### config.mk
export PLATFORM = sky130hd
export DESIGN_NAME = fwd_hazard_ctrl
export DESIGN_NICKNAME = d
export VERILOG_FILES = /design/src/rtl/fwd_hazard_ctrl_pkg.sv /design/src/rtl/fwd_hazard_ctrl_src_sel.sv /design/src/rtl/fwd_hazard_ctrl.sv
export SDC_FILE = /design/constraint.sdc
export NUM_CORES = 1
export LEC_CHECK = 0
export BUFFER_PORTS_ARGS = -buffer_cell sky130_fd_sc_hd__buf_2
export CAP_MARGIN = 30
export CORE_ASPECT_RATIO = 0.8
export CORE_MARGIN = 4
export CORE_UTILIZATION = 40
export DETAILED_ROUTE_END_ITERATION = 8
export SLEW_MARGIN = 20
export SYNTH_ARGS = -nofsm -noshare
export SYNTH_HDL_FRONTEND = slang
export SYNTH_SLANG_ARGS = --single-unit
### constraint.sdc
create_clock -name clk -period 4.6 [get_ports clk]
set_input_delay 0.46 -clock clk [delete_from_list [all_inputs] [get_ports clk]]
set_output_delay 0.46 -clock clk [all_outputs]
set_load 0.02 [all_outputs]
### src/rtl/fwd_hazard_ctrl_pkg.sv
// Shared constants and stage-tag type for the MIPS forwarding / hazard controller.
package fwd_hazard_ctrl_pkg;

  localparam int unsigned RA_W     = 5;
  localparam int unsigned MD_CNT_W = 6;

  localparam logic [1:0] FWD_RF  = 2'b00;
  localparam logic [1:0] FWD_EX  = 2'b01;
  localparam logic [1:0] FWD_MEM = 2'b10;
  localparam logic [1:0] FWD_WB  = 2'b11;

  typedef struct packed {
    logic            valid;
    logic [RA_W-1:0] dest;
    logic            wen;
    logic            is_load;
  } stage_tag_t;

  localparam int unsigned TAG_W = $bits(stage_tag_t);

  // A stage can supply a source only if it really writes that non-zero register.
  function automatic logic tag_hit(input stage_tag_t t, input logic [RA_W-1:0] src,
                                   input logic used);
    return t.valid & t.wen & (t.dest != '0) & (t.dest == src) & used;
  endfunction

endpackage

### src/rtl/fwd_hazard_ctrl_src_sel.sv
// Priority bypass select for one ID-stage source operand against the EX/MEM/WB tags.
module fwd_src_sel
  import fwd_hazard_ctrl_pkg::*;
(
  input  logic [RA_W-1:0] src_i,
  input  logic            used_i,
  input  stage_tag_t      ex_i,
  input  stage_tag_t      mem_i,
  input  stage_tag_t      wb_i,
  output logic [1:0]      sel_o,
  output logic            load_hit_o
);

  logic hit_ex, hit_mem, hit_wb;

  assign hit_ex     = tag_hit(ex_i, src_i, used_i);
  assign hit_mem    = tag_hit(mem_i, src_i, used_i);
  assign hit_wb     = tag_hit(wb_i, src_i, used_i);
  assign load_hit_o = hit_ex & ex_i.is_load;

  // Load data is not ready in EX, so a load hit parks the mux on the register file.
  always_comb begin
    sel_o = FWD_RF;
    if (load_hit_o)   sel_o = FWD_RF;
    else if (hit_ex)  sel_o = FWD_EX;
    else if (hit_mem) sel_o = FWD_MEM;
    else if (hit_wb)  sel_o = FWD_WB;
  end

  logic unused_tag_bits;
  assign unused_tag_bits = ^{mem_i.is_load, wb_i.is_load};

endmodule

### src/rtl/fwd_hazard_ctrl.sv
// Forwarding select, load-use and HI/LO hazard control for the 5-stage MIPS pipeline.
module fwd_hazard_ctrl #(
  parameter int unsigned RA_W   = 5,
  parameter int unsigned MD_LAT = 32
) (
  input  logic            clk,
  input  logic            rst,
  input  logic [RA_W-1:0] id_rs,
  input  logic [RA_W-1:0] id_rt,
  input  logic            id_rs_used,
  input  logic            id_rt_used,
  input  logic [RA_W-1:0] id_dest,
  input  logic            id_wen,
  input  logic            id_is_load,
  input  logic            id_md_start,
  input  logic            id_md_read,
  input  logic            ext_stall,
  input  logic            flush,
  output logic [1:0]      fwd_sel_rs,
  output logic [1:0]      fwd_sel_rt,
  output logic            stall_id,
  output logic            bubble_ex,
  output logic            md_busy
);
  import fwd_hazard_ctrl_pkg::*;

  localparam logic [MD_CNT_W-1:0] MD_LOAD = MD_CNT_W'(MD_LAT);

  stage_tag_t ex_q, mem_q, wb_q, ex_d, id_tag;
  logic [MD_CNT_W-1:0] md_cnt_q, md_cnt_d;
  logic load_hit_rs, load_hit_rt, load_use, md_hazard, md_accept;

  fwd_src_sel u_sel_rs (
    .src_i(id_rs), .used_i(id_rs_used), .ex_i(ex_q), .mem_i(mem_q), .wb_i(wb_q),
    .sel_o(fwd_sel_rs), .load_hit_o(load_hit_rs)
  );

  fwd_src_sel u_sel_rt (
    .src_i(id_rt), .used_i(id_rt_used), .ex_i(ex_q), .mem_i(mem_q), .wb_i(wb_q),
    .sel_o(fwd_sel_rt), .load_hit_o(load_hit_rt)
  );

  assign load_use  = load_hit_rs | load_hit_rt;
  assign md_busy   = (md_cnt_q != '0);
  assign md_hazard = (id_md_read | id_md_start) & md_busy;
  assign stall_id  = (load_use | md_hazard) & ~flush;
  assign bubble_ex = stall_id | flush;
  assign md_accept = id_md_start & ~stall_id & ~flush & ~ext_stall;

  always_comb begin
    id_tag  = '{valid: 1'b1, dest: id_dest, wen: id_wen, is_load: id_is_load};
    ex_d    = bubble_ex ? '0 : id_tag;
    // The countdown keeps running through a memory freeze; only a new load waits.
    md_cnt_d = md_cnt_q;
    if (md_accept)    md_cnt_d = MD_LOAD;
    else if (md_busy) md_cnt_d = md_cnt_q - MD_CNT_W'(1);
  end

  always_ff @(posedge clk or posedge rst) begin
    if (rst) begin
      ex_q     <= '0;
      mem_q    <= '0;
      wb_q     <= '0;
      md_cnt_q <= '0;
    end else begin
      md_cnt_q <= md_cnt_d;
      if (!ext_stall) begin
        wb_q  <= mem_q;
        mem_q <= ex_q;
        ex_q  <= ex_d;
      end
    end
  end

endmodule
==> results of run 1 <==
metrics by stage:
| stage | power [mW] | cell area [um2] | util (%) |
|---|---|---|---|
| 3_5_place_dp | 0.588 | 1880 | 48.2 |
| 4_1_cts | 0.784 | 1950 | 50.1 |
| 5_1_grt | 0.829 | 1950 | 50.1 |
| 3_3_place_gp | 0.575 | 1870 | 47.9 |
| 6_report | 0.777 | 1950 | 50.1 |
| 2_1_floorplan | 0.524 | 1670 | - |
registers in the layout, summed over array words and instances, names as in the netlist:
signal / cells
wb_q: 7
mem_q: 7
md_cnt_q: 6
ex_q: 8
final cells by class:
class	count	area (um2)	share of cell area (%)
Timing Repair Buffer	32	170	8.71
Multi-Input combinational cell	116	925	47.3
Sequential cell	28	701	35.9
Clock inverter	1	30.0	1.54
Inverter	5	18.8	0.960
Clock buffer	3	41.3	2.11
Tap cell	55	68.8	3.52
cells in the mapped netlist:
| cell type | instances |
|---|---|
| or4_1 | 2 |
| nand3_1 | 4 |
| nand2_1 | 10 |
| nor2b_1 | 1 |
| nor4_1 | 5 |
| a22o_1 | 1 |
| dfrtp_1 | 28 |
| a21oi_1 | 1 |
| buf_2 | 1 |
| a41oi_1 | 1 |
| inv_2 | 1 |
| a21oi_2 | 1 |
| mux2_2 | 4 |
| nor2_1 | 8 |
| mux2_1 | 10 |
| nor2_4 | 1 |
| mux2i_1 | 3 |
| nand2b_1 | 2 |
| a32o_2 | 7 |
| o21ai_0 | 3 |
| a41o_1 | 1 |
| buf_1 | 1 |
| inv_1 | 4 |
| clkbuf_1 | 1 |
| xnor2_1 | 14 |
| buf_6 | 1 |
| or2_1 | 1 |
| or3_1 | 2 |
| nand4_1 | 4 |
| xor2_1 | 18 |
| nor4_2 | 2 |
| o211ai_1 | 1 |
| nor3b_1 | 1 |
| ha_1 | 2 |
| a31o_2 | 1 |
| a31oi_1 | 2 |
| nor3_1 | 1 |
| o311a_1 | 1 |
| o2111a_2 | 1 |
cells by family after synthesis:
group	count (synthesis)
simple gates	44
xor+xnor	32
flops	28
compound gates	21
mux	17
buf+inv	9
fa+ha+maj	2
cell usage in the layout, fill, tap and decap left out, types with 2 or more instances in the layout:
cell      netlist  routed
nor2_1          8       8
nor4_1          5       5
nand4_1         4       4
or4_1           2       2
nand2b_1        2       2
inv_1           4       4
nand2_1        10      10
nand3_1         4       4
ha_1            2       2
xor2_1         18      18
mux2i_1         3       3
a31oi_1         2       2
or3_1           2       2
clkbuf_8        0       3
nor4_2          2       2
o21ai_0         3       3
xnor2_1        14      14
mux2_1         10      10
a32o_2          7       7
buf_2           1      31
mux2_2          4       4
dfrtp_1        28      28
worst min path at each step:
stage / to / cells past startpoint / slack, ns / from
floorplan: md_cnt_q[3] / 1 / 0.46 / md_cnt_q[3]
global placement: md_cnt_q[3] / 1 / 0.47 / md_cnt_q[3]
finish: ex_q[6] / 2 / 0.16 / rst
detailed placement: ex_q[0] / 2 / 0.48 / rst
CTS: ex_q[0] / 2 / 0.18 / rst
global route: ex_q[0] / 2 / 0.19 / rst
layer usage:
| metal | global-route usage, % | part of all wire, % | up-vias |
|---|---|---|---|
| met5 | 0 | 0 | - |
| met4 | 3.16 | 0.70 | 0 |
| met3 | 3.84 | 7.0 | 4 |
| met2 | 23.7 | 41 | 38 |
| met1 | 24.2 | 51 | 618 |
| li1 | - | - | 618 |
where the power goes:
part | total [mW] | internal (mW) | switching [mW]
logic | 0.224 | 0.109 | 0.115
registers | 0.360 | 0.298 | 0.0624
clock network | 0.193 | 0.117 | 0.0760
critical path: cells and delay by family, from the launching register on:
kind            cells  cell delay [ns]
flops               1             0.47
simple gates        2             0.67
compound gates      3             0.65
buf+inv             1             0.16
==> metrics.md, run 1 <==
| Metric | Value |
|---|---|
| Status | `completed` |
| Period utilization | `just under 60%` |
| Syn. warnings | `0` |
| Worst hold slack | `roughly 0.16 ns` |
| DRC viols | `0` |
| Initial Util | `42.7%` |
| Diodes inserted | `0` |
| Crit path max fanout | `11` |
| Root buf cell | `clkbuf_8` |
| Post-synthesis net count | `between 150 and 200` |
| Initial drt markers | `70` |
| Post-Route WL | `between 3 and 4 mm` |
| R2R Path End | `ex_q[2]` |
| Max_cap viols | `0` |
| Dpl cells | `around 240` |
| Simple-Gate Fraction of Synth Area | `14.7%` |
| ANT nets after route | `0` |
| Synth Instances | `153` |
| Vias in the first global route | `around 1300` |
| Seq/Total Area, Yosys | `42.0%` |
| Setup violators final | `0` |
| Maximum vdd ir drop | `between 150 and 200 uV` |
| Final TNS setup | `0 ns` |
| Adder-Cell Fraction of Synth Area | `between 1.5 and 2%` |
| Multiplexer area fraction after synthesis | `between 10 and 15%` |
| Placed wire-length estimate | `3.07 mm` |
| Compound-Gate Fraction of Synth Area | `between 10% and 20%` |
| Top cells by area, synth | `dfrtp_1 42%, xor2_1 9.5%, xnor2_1 7.4%` |
| Worst setup EP type | `primary output` |
| Max Slew Vio Count | `0` |
| Sink Count | `28` |
| Nets@finish | `around 210` |
| CP Capture Point | `bubble_ex` |
| Distinct cell type count after synthesis | `39` |
| CTS tree | `done` |
| Register bit total from synthesis | `28` |
| IO Pins | `32` |
| Post-placement setup slack | `about 2.2 ns` |
| Core region area | `~0.0039 mm2` |
| Largest net degree at the start of global routing | `24` |
| Layout cells sized above 1 | `29.2%` |
| Vias/cell | `around 5.3` |
| RR Startpoint | `ex_q[5]` |
| Pwr per Cell Area | `around 400 mW/mm2` |
| Post-synthesis xor/xnor area fraction | `16.8%` |
| Critical Path RT | `approximately 4.1 ns` |
| Hold Crit Class | `in2async` |
| Initial antenna violation count | `0` |
| Share of the synthesized area in the top cell type | `between 40% and 50%` |
| FILL cells | `390` |
| Largest family of logic cells by synthesized area | `XOR/XNOR gates` |
| Synth area leader | `dfrtp_1` |
| First-pass GRT wire length | `~6.5 mm` |
| Hold_buf cts | `0` |
| Via count | `~1300` |
| Setup WS post-layout | `1.91 ns` |
| # rows | `20` |
| Critical path startpoint category | `register` |
| Final min period | `between 2 and 3 ns` |
| Mapped Area | `0.00167 mm2` |
| Post-CTS setup buffers | `0` |
| Cts repair resizes | `0` |
| Unrepaired setup endpoints after global routing | `false` |
| Grt ovf | `0` |
| Die Y-Extent | `65.8 um` |
| Area Overhead vs Synth | `17.2%` |
| Syn Area/Cell | `roughly 11 um2` |
| GRT Util Overall | `16.1%` |
| Die area | `around 0.0053 mm2` |
| H-tree depth | `1` |
| Maximum clock rate | `372 MHz` |
| Worst path cell trace | `or4_1, o2111a_2, a21oi_2, a31o_2, nand2b_1, buf_2` |
| Clock Pin Slew Worst Setup and Hold Paths | `around 0.09 ns` |
| Arrival time of the worst setup path | `2.23 ns` |
| Clock Path Buffers | `2` |
| GP Congestion | `0.852` |
| Slew margin rel. | `between 50% and 60%` |
| Port Buffer Count | `31` |
| Final Skew | `0.00198 ns` |
| R2r setup slk | `2.64 ns` |
| Die width | `roughly 80 um` |
| CP peak stage delay | `slightly below 0.6 ns` |
| Post-route insts no fill | `240` |
| Slowest cell on crit path | `or4_1` |
| Drt first pass iters | `4` |
| Final Hold Vio Count | `0` |
| Total CTS buffers | `3` |
| Static Leakage | `around 0.96 nW` |
| Reg2reg path depth | `5` |
| Critical path class | `reg2out` |
| WL per Instance | `16.1 um` |
| Critical path origin | `ex_q[5]` |
| Skew-Pair Late Insertion Delay | `roughly 0.27 ns` |
| Tightest Pin Transition | `a little over 0.6 ns` |
No activity file was read; power rests on OpenSTA's default activity.
==> inputs of run 2 (changes only) <==
ABC_AREA = 1   (was not set)
clock period = 2.2 ns   (was 4.6 ns; I/O delays follow)
==> run 2 against run 1 <==
  * The run now ends with negative hold slack left
  * Worst hold slack lost 0.17 ns
  * Core utilization shrank 0.81 points
  * First-iteration DRC count grew 21%
  * Critical endpoint unchanged
==> metrics.md, run 2 <==
| Metric | Value |
|---|---|
| Max_cap viols | `0 (unchanged)` |
| Initial drt markers | `85 (+21%)` |
| Switching power | `0.467 mW (+84%)` |
| Post-route insts no fill | `352 (+47%)` |
| Vias/cell | `4.82 (-9.4%)` |
| ANT nets after route | `0 (unchanged)` |
| Final Skew | `0.00306 ns (+0.00108 ns)` |
| Syn Area/Cell | `7.02 um2 (-36%)` |
| Share of the synthesized area in the top cell type | `38.5% (-3.5 points)` |
| CTS tree | `done` |
| Die Y-Extent | `68.3 um (+3.9%)` |
| Async SR Flop Fraction | `100% (unchanged)` |
| WL per Instance | `13.0 um (-20%)` |
| Unrepaired setup endpoints after global routing | `false` |
| Register bit total from synthesis | `28 (unchanged)` |
| Placed wire-length estimate | `3.67 mm (+20%)` |
| Maximum clock rate | `around 490 MHz` |
| R2r setup slk | `0.49 ns (-2.15 ns)` |
| Vias in the first global route | `1649 (+25%)` |
| Worst path cell trace | `inv_1, nor2_1, nor3_1, nand3_1, nor2_4, nor2_4, nand2_2, buf_2` |
| Die area | `0.00570 mm2 (+8.1%)` |
| Area Overhead vs Synth | `16.0%` |
| Largest register by flop count | `ex_q` |
| First-pass GRT wire length | `7.91 mm (+22%)` |
| Final min period | `between 2 and 2.5 ns` |
| Maximum vdd ir drop | `397 uV (+100%)` |
| Failing checks | `negative hold slack` |
| GP Congestion | `0.835 (-2.0%)` |
| Via count | `1698 (+33%)` |
| Skew-Pair Late Insertion Delay | `0.27 ns (about the same)` |
| Placed cell areas | `0.00204 mm2 (+8.2%)` |
| Layout cells sized above 1 | `18.6% (-11 points)` |
| Sink Count | `28 (unchanged)` |
| Dpl cells | `345 (+46%)` |
| Slew margin rel. | `71.9% (+13 points)` |
| Reg2reg path depth | `10 (+5)` |
| Arrival time of the worst setup path | `1.80 ns (-0.43 ns)` |
| Max reg flops | `8 (unchanged)` |
| Worst setup EP type | `primary output` |
| GRT Util Overall | `17.3% (+1.2 points)` |
| Mapped Area | `0.00182 mm2 (+9.1%)` |
| Tightest Pin Transition | `0.418 ns (-0.198 ns)` |
| Total CTS buffers | `3 (unchanged)` |
| CP Buf/Inv Count | `2 (+1)` |
| Commonest non-fill, non-tap cell in the layout | `nand2_1` |
| # rows | `21 (+5.0%)` |
| DRC viols | `0 (unchanged)` |
| Clock Path Buffers | `2 (unchanged)` |
| Hold_buf cts | `0 (unchanged)` |
| Final core area utilization | `49.3% (-0.81 points)` |
| Initial Util | `42.5% (-0.25 points)` |
| Pint | `0.889 mW (+70%)` |
| Seq pwr share | `49.8% (+3.4 points)` |
| Final Cell Area | `0.00211 mm2 (+7.9%)` |
| WP depth | `8 (+2)` |
| Status | `finished with violations` |
| Cts repair resizes | `0 (unchanged)` |
| Synth Instances | `259 (+69%)` |
| EDFF count, synth | `0 (unchanged)` |
| Critical path origin | `ex_q[5]` |
| Most frequent cell after synthesis | `nand2_1` |
| Post-synthesis net count | `286 (+59%)` |
| Die width | `83.4 um (+4.0%)` |
| Port Buffer Count | `31 (unchanged)` |
| Top cells by area, synth | `dfrtp_1 39%, nand2_1 16%, inv_1 7.0%` |
| Clock Power Share | `20.0% (-4.8 points)` |
| Core region area | `0.00428 mm2 (+9.7%)` |
| Static Leakage | `1.11 nW (+16%)` |
| Pwr per Cell Area | `643 mW/mm2 (+62%)` |
| Ys flop type | `dfrtp_1` |
| CP Capture Point | `bubble_ex` |
| Final Hold Vio Count | `11 (+11)` |
| Gate power share | `30.2% (+1.4 points)` |
| Initial antenna violation count | `0 (unchanged)` |
| Diodes inserted | `0 (unchanged)` |
| CP peak stage delay | `0.39 ns (-0.19 ns)` |
| Critical path class | `reg2out` |
| Root buf cell | `clkbuf_8` |
| H-tree depth | `1 (unchanged)` |
| Largest net degree at the start of global routing | `29 (+21%)` |
| Syn. warnings | `0 (unchanged)` |
| RR Startpoint | `md_cnt_q[0]` |
| Max Slew Vio Count | `0 (unchanged)` |
| Hold Crit Class | `in2async` |
| Crit path max fanout | `6 (-5)` |
| Critical path startpoint category | `register` |
| Critical Path RT | `1.98 ns (-2.16 ns)` |
| Sw Share | `34.4% (+1.8 points)` |
| Synth area leader | `dfrtp_1` |
| R2R Path End | `md_cnt_q[0]` |
| Worst hold slack | `-0.00355 ns (-0.166 ns)` |
| IO Pins | `32 (unchanged)` |
| Distinct cell type count after synthesis | `32 (-18%)` |
| Drt first pass iters | `5 (+1)` |
| Crit path max-delay family | `simple AND/OR/NAND/NOR gates` |
| Synth cell count leaders | `77 x nand2_1, 34 x inv_1, 28 x dfrtp_1` |
| Most frequent cells in the layout | `77 x nand2_1, 34 x inv_1, 31 x buf_2, 28 x dfrtp_1, 17 x nor2_1` |
| Setup violators final | `0 (unchanged)` |
| Grt ovf | `0 (unchanged)` |
| Seq/Total Area, Yosys | `38.5% (-3.5 points)` |
| Slowest cell on crit path | `dfrtp_1` |
| Largest regs | `ex_q (8), mem_q (7), wb_q (7)` |
| Post-Route WL | `4.57 mm (+18%)` |
| Nets@finish | `324 (+52%)` |
| FILL cells | `456 (+17%)` |
| Clock Pin Slew Worst Setup and Hold Paths | `0.09 ns (about the same)` |
| Final TNS setup | `0 ns (unchanged)` |
| Period utilization | `between 90% and 100%` |
| Crit path top cell by count | `nor2_4` |
==> run 2: tightest hold or removal path, cell delays in order <==
cell and delay [ns]:
buf_2 0.09, inv_1 0.04, buf_4 0.33
==> run 2: worst min path at each step <==
stage                     start           to  cells after the start
final                       rst  md_cnt_q[4]                      3
after global routing        rst  md_cnt_q[4]                      3
after CTS                   rst  md_cnt_q[2]                      3
after detailed placement    rst      wb_q[7]                      3
after global placement      rst      wb_q[1]                      3
after floorplan             rst      ex_q[0]                      1
==> run 2: cell type report <==
| type | instances | area (um2) | area share [%] |
|---|---|---|---|
| Clock buffer | 3 | 41.3 | 1.96 |
| Inverter | 43 | 161 | 7.65 |
| Tap cell | 57 | 71.3 | 3.38 |
| Multi-Input combinational cell | 184 | 935 | 44.3 |
| Timing Repair Buffer | 37 | 200 | 9.49 |
| Sequential cell | 28 | 701 | 33.2 |
==> run 2: per-stage QoR <==
stage	setup slack, ns	power [mW]
CTS	0.127	1.36
global route	0.0203	1.47
global placement	0.416	1.08
finish	0.180	1.36
floorplan	0.653	0.968
detailed placement	0.442	1.08
==> run 2: layer usage <==
layer / wire, um / track usage (%) / part of all wire [%] / vias up
met1: 2410 / 25.5 / 53 / 747
met4: 0 / 0.612 / 0 / 0
met5: 0 / 0 / 0 / -
met2: 1900 / 28.1 / 41 / 46
met3: 261 / 3.25 / 5.7 / 0
li1: - / - / - / 905
==> run 2: logic make-up after synthesis <==
group	Yosys count	share of synthesized area [%]
flip-flops	28	38.5
buffers and inverters	47	10.1
AND/OR/NAND/NOR	132	32.9
XOR/XNOR	11	5.30
adder cells (fa/ha/maj)	2	1.38
AO/OA/AOI/OAI	39	11.8
==> run 2: power groups by stage <==
stage                     sequential [mW]  combinational, mW  clock, mW
final                               0.674              0.410      0.271
after floorplan                     0.667              0.302          0
after global placement              0.683              0.396          0
after detailed placement            0.683              0.397          0
after CTS                           0.674              0.399      0.284
after global routing                0.688              0.484      0.299
==> run 2: timing repair <==
item	CTS	global route
setup endpoints to repair	0	1
endpoints found under the hold margin	0	0
setup buffers	0	4
